==> config.mk <==
export PLATFORM = sky130hd
export DESIGN_NAME = dpram_line_reader
export DESIGN_NICKNAME = d
export VERILOG_FILES = /design/src/rtl/dpram_line_pkg.sv /design/src/rtl/dpram_line_reader.sv
export SDC_FILE = /design/constraint.sdc
export NUM_CORES = 1
export LEC_CHECK = 0
export BUFFER_PORTS_ARGS = -buffer_cell sky130_fd_sc_hd__buf_2
export CAP_MARGIN = 15
export CORE_UTILIZATION = 44
export DETAILED_ROUTE_END_ITERATION = 7
export GPL_TIMING_DRIVEN = 0
export MAX_ROUTING_LAYER = met4
export PLACE_DENSITY = 0.78
export SKIP_LAST_GASP = 1
export SLEW_MARGIN = 10
export SYNTH_ARGS = -nofsm -noshare
export SYNTH_HDL_FRONTEND = slang
export SYNTH_SLANG_ARGS = --single-unit
==> constraint.sdc <==
create_clock -name clock -period 2.55 [get_ports clock]
set_clock_uncertainty 0.1 [all_clocks]
set_input_delay 0.3825 -clock clock [delete_from_list [all_inputs] [get_ports clock]]
set_output_delay 0.3825 -clock clock [all_outputs]
set_load 0.005 [all_outputs]
==> src/rtl/dpram_line_pkg.sv <==
// ----------------------------------------------------------------------------
// dpram_line_pkg
//
// Shared definitions for the dual-port line-buffer scan-out reader.
//
// Contents:
//   state_t     - reader FSM state encoding (2 bits)
//   PIX_LAT     - clocks from an accepted ce_pix to its pix_valid strobe
//   MIN_CE_GAP  - smallest ce_pix spacing that never drops a pixel
// ----------------------------------------------------------------------------
package dpram_line_pkg;

    // IDLE : no line in progress
    // WAIT : line active, waiting for the next pixel request
    // RD   : read address presented to the RAM
    // CAP  : RAM data available, captured into the pixel output registers
    typedef enum logic [1:0] {
        IDLE = 2'd0,
        WAIT = 2'd1,
        RD   = 2'd2,
        CAP  = 2'd3
    } state_t;

    localparam int PIX_LAT    = 3;
    localparam int MIN_CE_GAP = 3;

endpackage

==> src/rtl/dpram_line_reader.sv <==
// ----------------------------------------------------------------------------
// dpram_line_reader
//
// Sequential scan-out initiator for one port of a dual-port line-buffer RAM.
// A start pulse opens a line; each pixel enable then fetches the next RAM word
// and presents it on the pixel stream. With CLEAR_EN set, every word is
// overwritten with CLEAR_VAL right after it is read, so the writer on the
// other RAM port finds an empty buffer for the following line.
//
// Parameters:
//   ADDR_W     RAM address width
//   DATA_W     RAM data / pixel width
//   LINE_LEN   words per line, 1..2**ADDR_W
//   CLEAR_EN   1: write CLEAR_VAL back after each read, 0: read only
//   CLEAR_VAL  value written back when CLEAR_EN=1
//
// Ports:
//   clock      system clock, rising edge
//   reset      asynchronous active-high reset
//   start      one-clock pulse, begins a line when idle
//   ce_pix     pixel enable, requests the next word
//   busy       line in progress
//   pix_valid  one-clock strobe qualifying pix_data / pix_addr
//   pix_data   word read from the RAM
//   pix_addr   address pix_data came from
//   done       one-clock pulse together with the last pix_valid of a line
//   overrun    sticky, a ce_pix arrived while a read was in flight
//   ram_en     RAM port enable
//   ram_we     RAM port write enable
//   ram_addr   RAM port address
//   ram_wdata  RAM port write data (zero whenever ram_we is low)
//   ram_q      RAM port read data, registered, 1-clock latency
//
// All outputs come straight from flops.
// ----------------------------------------------------------------------------
module dpram_line_reader
    import dpram_line_pkg::*;
#(
    parameter int                ADDR_W    = 8,
    parameter int                DATA_W    = 8,
    parameter int                LINE_LEN  = 256,
    parameter bit                CLEAR_EN  = 1'b1,
    parameter logic [DATA_W-1:0] CLEAR_VAL = '0
) (
    input  logic              clock,
    input  logic              reset,
    input  logic              start,
    input  logic              ce_pix,
    output logic              busy,
    output logic              pix_valid,
    output logic [DATA_W-1:0] pix_data,
    output logic [ADDR_W-1:0] pix_addr,
    output logic              done,
    output logic              overrun,
    output logic              ram_en,
    output logic              ram_we,
    output logic [ADDR_W-1:0] ram_addr,
    output logic [DATA_W-1:0] ram_wdata,
    input  logic [DATA_W-1:0] ram_q
);

    // Terminal pointer value. With LINE_LEN = 2**ADDR_W this is all-ones, so
    // the pointer stops there instead of wrapping.
    localparam logic [ADDR_W-1:0] LAST_PTR = ADDR_W'(LINE_LEN - 1);

    state_t            state_q,     state_d;
    logic [ADDR_W-1:0] ptr_q,       ptr_d;
    logic              busy_q,      busy_d;
    logic              pix_valid_q, pix_valid_d;
    logic [DATA_W-1:0] pix_data_q,  pix_data_d;
    logic [ADDR_W-1:0] pix_addr_q,  pix_addr_d;
    logic              done_q,      done_d;
    logic              overrun_q,   overrun_d;
    logic              ram_en_q,    ram_en_d;
    logic              ram_we_q,    ram_we_d;
    logic [ADDR_W-1:0] ram_addr_q,  ram_addr_d;
    logic [DATA_W-1:0] ram_wdata_q, ram_wdata_d;

    always_comb begin
        state_d     = state_q;
        ptr_d       = ptr_q;
        busy_d      = busy_q;
        overrun_d   = overrun_q;
        pix_data_d  = pix_data_q;
        pix_addr_d  = pix_addr_q;
        ram_addr_d  = ram_addr_q;
        pix_valid_d = 1'b0;
        done_d      = 1'b0;
        ram_en_d    = 1'b0;
        ram_we_d    = 1'b0;
        ram_wdata_d = '0;

        unique case (state_q)
            IDLE: begin
                // The done cycle still belongs to the finishing line, so a
                // start coinciding with done is dropped; the earliest new line
                // begins one clock after done.
                if (start && !done_q) begin
                    ptr_d     = '0;
                    busy_d    = 1'b1;
                    overrun_d = 1'b0;
                    state_d   = WAIT;
                end
            end

            WAIT: begin
                if (ce_pix) begin
                    ram_en_d   = 1'b1;
                    ram_addr_d = ptr_q;
                    state_d    = RD;
                end
            end

            RD: begin
                // Requests during the read are not queued; the pixel is lost
                // and the condition is latched for the host.
                if (ce_pix) begin
                    overrun_d = 1'b1;
                end
                if (CLEAR_EN) begin
                    ram_en_d    = 1'b1;
                    ram_we_d    = 1'b1;
                    ram_addr_d  = ptr_q;
                    ram_wdata_d = CLEAR_VAL;
                end
                state_d = CAP;
            end

            CAP: begin
                if (ce_pix) begin
                    overrun_d = 1'b1;
                end
                pix_data_d  = ram_q;
                pix_addr_d  = ptr_q;
                pix_valid_d = 1'b1;
                if (ptr_q == LAST_PTR) begin
                    done_d  = 1'b1;
                    busy_d  = 1'b0;
                    state_d = IDLE;
                end else begin
                    ptr_d   = ptr_q + 1'b1;
                    state_d = WAIT;
                end
            end

            default: begin
                state_d = IDLE;
            end
        endcase
    end

    always_ff @(posedge clock or posedge reset) begin
        if (reset) begin
            state_q     <= IDLE;
            ptr_q       <= '0;
            busy_q      <= 1'b0;
            pix_valid_q <= 1'b0;
            pix_data_q  <= '0;
            pix_addr_q  <= '0;
            done_q      <= 1'b0;
            overrun_q   <= 1'b0;
            ram_en_q    <= 1'b0;
            ram_we_q    <= 1'b0;
            ram_addr_q  <= '0;
            ram_wdata_q <= '0;
        end else begin
            state_q     <= state_d;
            ptr_q       <= ptr_d;
            busy_q      <= busy_d;
            pix_valid_q <= pix_valid_d;
            pix_data_q  <= pix_data_d;
            pix_addr_q  <= pix_addr_d;
            done_q      <= done_d;
            overrun_q   <= overrun_d;
            ram_en_q    <= ram_en_d;
            ram_we_q    <= ram_we_d;
            ram_addr_q  <= ram_addr_d;
            ram_wdata_q <= ram_wdata_d;
        end
    end

    assign busy      = busy_q;
    assign pix_valid = pix_valid_q;
    assign pix_data  = pix_data_q;
    assign pix_addr  = pix_addr_q;
    assign done      = done_q;
    assign overrun   = overrun_q;
    assign ram_en    = ram_en_q;
    assign ram_we    = ram_we_q;
    assign ram_addr  = ram_addr_q;
    assign ram_wdata = ram_wdata_q;

endmodule

==> impl_metrics.env <==
export IMPL_first_pass_iters=4
export IMPL_grt_pass1_vias=1296
export IMPL_path_cells="inv_1 -> ha_1 -> mux2_4 -> or2_1 -> buf_6 -> a211o_1"
export IMPL_power_density_nw_per_um2=1020
export IMPL_hold_path_class="primary input to async pin"
export IMPL_worstSetupEndpointType="register"
export IMPL_insertion_delay_ns=0.29
export IMPL_p_leak_nw=1.18
export IMPL_avgSynthCellArea_um2=12.0
export IMPL_area_growth_pct=21.4
export IMPL_fmax_mhz=473
export IMPL_io_buffers=41
export IMPL_reg2reg_to="ptr_q[7]$_DFFE_PP0P_"
export IMPL_cp_required_ns=2.62
export IMPL_overflow=0
export IMPL_syn_inst=157
export IMPL_maxSlewHeadroom=0.524
export IMPL_critPathArrivalTime_ns=2.18
export IMPL_switchingPower_w=0.000805
export IMPL_hpwlAfterDp_mm=2.49
export IMPL_max_stage_delay_ns=0.44
export IMPL_ys_flop_type="dfrtp_1"
export IMPL_antennaDiodeCount=0
export IMPL_clk_path_buf_depth=2
export IMPL_tns_ns=0
export IMPL_ys_ff_latch=40
export IMPL_rows=23
export IMPL_rsz0062_at_grt="false"
export IMPL_initial_core_util=0.464
export IMPL_clkPwrFrac=0.177
export IMPL_viasPerCell=5.17
export IMPL_synth_top_area_cell="dfrtp_1"
export IMPL_pre_cts_slack_ns=0.462
export IMPL_drc=0
export IMPL_ys_seq_area_frac=0.531
export IMPL_clkSlewWorstSetupHoldPaths_ns=0.07
export IMPL_core_area_um2=4060
export IMPL_die_h_um=67.4
export IMPL_power_frac_comb=0.416
export IMPL_via_count=1366
export IMPL_grt_pass1_wl_mm=5.82
export IMPL_cts_sinks=40
export IMPL_antenna_found_initial=0
export IMPL_r2r_cells=6
export IMPL_internal_power_w=0.00154
export IMPL_final_period_utilization=0.830
export IMPL_drt_total_wl_mm=3.51
export IMPL_start_kind="register"
export IMPL_fin_util=0.564
export IMPL_cts_root_buf="clkbuf_8"
export IMPL_worst_setup_path_type="register to register"
export IMPL_wl_met3_um=209
export IMPL_crit_path_top_delay_cell="dfrtp_1"
export IMPL_die_w_um=67.4
export IMPL_gp_congestion=0.912
export IMPL_post_route_cell_area_um2=2290
export IMPL_layout_setup_ws_ns=0.434
export IMPL_cts_tree="built"
export IMPL_cts_setup_buffers=0
export IMPL_tightest_slew_ns=0.700
export IMPL_synth_area_top_cells="dfrtp_1 53%, mux2_2 9.6%, mux2_1 4.2%, ha_1 4.0%, buf_4 3.2%"
export IMPL_wl_met2_mm=1.65
export IMPL_outcome="finished, final reports clean"
export IMPL_fin_nets=231
export IMPL_drive_gt1_frac=0.407
export IMPL_fin_crit_ns=2.12
export IMPL_synth_warnings=0
export IMPL_netlist_area_leader_share=0.531
export IMPL_swShare=0.344
export IMPL_ios=50
export IMPL_netlist_area_um2=1880
export IMPL_async_flop_share=1.00
export IMPL_ant_nets=0
export IMPL_hold_violations=0
export IMPL_setup_viol=0
export IMPL_cts_repair_resized=0
export IMPL_sequentialPowerShare=0.407
export IMPL_cts_htree_levels=2
export IMPL_synth_edf_count=0
export IMPL_max_cap_violations=0
export IMPL_placed_area_um2=2200
export IMPL_wl_met1_mm=1.60
export IMPL_topRoutingLayerUsed="met4"
export IMPL_worstReg2RegStart="state_q[1]$_DFFE_PP0P_"
export IMPL_grt_use_total=0.181
export IMPL_avgRoutedWirePerCell_um=13.3
export IMPL_grt_max_degree=41
export IMPL_numCtsBuffers=5
export IMPL_crit_fanout=8
export IMPL_drtIter0Drc=78
export IMPL_hold_buffers=0
export IMPL_die_area_um2=4550
export IMPL_peakVddDrop_v=0.000475
export IMPL_drv_slew=0
export IMPL_reg2reg_setup_slack_ns=0.43
export IMPL_synth_cell_types=44
-- sequential cells by signal, indices dropped and copies added, names as in the netlist --
register and cells:
busy 1, done 1, overrun 1, pix_addr 8, pix_data 8, pix_valid 1
ptr_q 8, ram_addr 8, ram_en 1, ram_we 1, state_q 2
-- layout make-up --
| type | instances | area (um^2) |
|---|---|---|
| plain buffers | 15 | 100 |
| multi-input cells | 104 | 791 |
| flip-flops and latches | 40 | 1000 |
| well taps | 50 | 62.6 |
| inverters | 5 | 18.8 |
| fillers | 358 | 1770 |
| repair buffers | 42 | 225 |
| clock buffers | 8 | 90.1 |
-- routing by layer --
layer	global-route usage	vias up
met1	0.211	667
met3	0.0608	7
li1	-	652
met4	0.0638	0
met5	-	-
met2	0.291	40
-- critical path, delay by kind of cell, from the launching register on --
kind	cells	cell delay, ns
simple gates	1	0.25
fa+ha+maj	1	0.28
compound gates	1	0.28
mux	1	0.37
flops	1	0.44
buf+inv	2	0.27
-- cell families after synthesis --
logic type,after synthesis,share of synthesized area
AO/OA/AOI/OAI,26,0.0910
buffers and inverters,20,0.0631
other,1,0.00199
adder cells (fa/ha/maj),6,0.0398
flip-flops,40,0.531
AND/OR/NAND/NOR,39,0.120
multiplexers,25,0.153
-- synth_stat cells (2+ instances only) --
cell     instances
dfrtp_1         40
nand4_1          2
nor2b_1          2
buf_2            5
buf_4            8
nor4b_1          2
o21ai_0          6
mux2_2          16
and3_1           2
o31ai_1          2
a31oi_1          2
o21ai_1          4
nor2_1           2
nand2_1         12
inv_1            4
ha_1             6
or3_1            2
a21oi_1          4
nand3_1          4
mux2_1           7
or2_2            2
-- through the flow --
stage / hold slack (ns) / instances / total power (W)
final: 0.00647 / 264 / 0.00234
after detailed placement: 0.322 / 256 / 0.00195
after floorplan: 0.373 / 164 / 0.00162
after global placement: 0.361 / 255 / 0.00190
after global routing: 0.0279 / 264 / 0.00255
after CTS: 0.00820 / 264 / 0.00237
-- layout by cell type, fill, tap and decap left out, types with 3 or more instances in the layout --
master,n
conb_1,8
dfrtp_1,40
o21ai_1,4
inv_1,3
clkbuf_1,3
nand3_1,4
nand2_1,12
ha_1,6
a21oi_1,4
buf_2,46
mux2_1,7
mux2_2,16
clkbuf_8,6
buf_4,8
o21ai_0,6
-- power groups by stage --
stage,Sequential (W),Clock [W],Combinational (W)
after global placement,0.000955,0,0.000949
after detailed placement,0.000965,0,0.000981
after global routing,0.000986,0.000462,0.00110
final,0.000953,0.000414,0.000974
after CTS,0.000955,0.000433,0.000986
after floorplan,0.000968,0,0.000655
-- worst max-delay path by stage --
stage                     cells after the start              startpoint                      end  slack [ns]
final                                         6  state_q[1]$_DFFE_PP0P_     ptr_q[7]$_DFFE_PP0P_        0.43
after global routing                          4  state_q[1]$_DFFE_PP0P_  ram_addr[3]$_DFFE_PP0P_        0.35
after CTS                                     4  state_q[1]$_DFFE_PP0P_  ram_addr[6]$_DFFE_PP0P_        0.44
after detailed placement                      4  state_q[1]$_DFFE_PP0P_  ram_addr[6]$_DFFE_PP0P_        0.46
after global placement                        6  state_q[0]$_DFFE_PP0P_     ptr_q[7]$_DFFE_PP0P_        0.49
after floorplan                               6  state_q[0]$_DFFE_PP0P_     ptr_q[7]$_DFFE_PP0P_        0.61
Note: power is estimated with default switching activity, not from simulation.
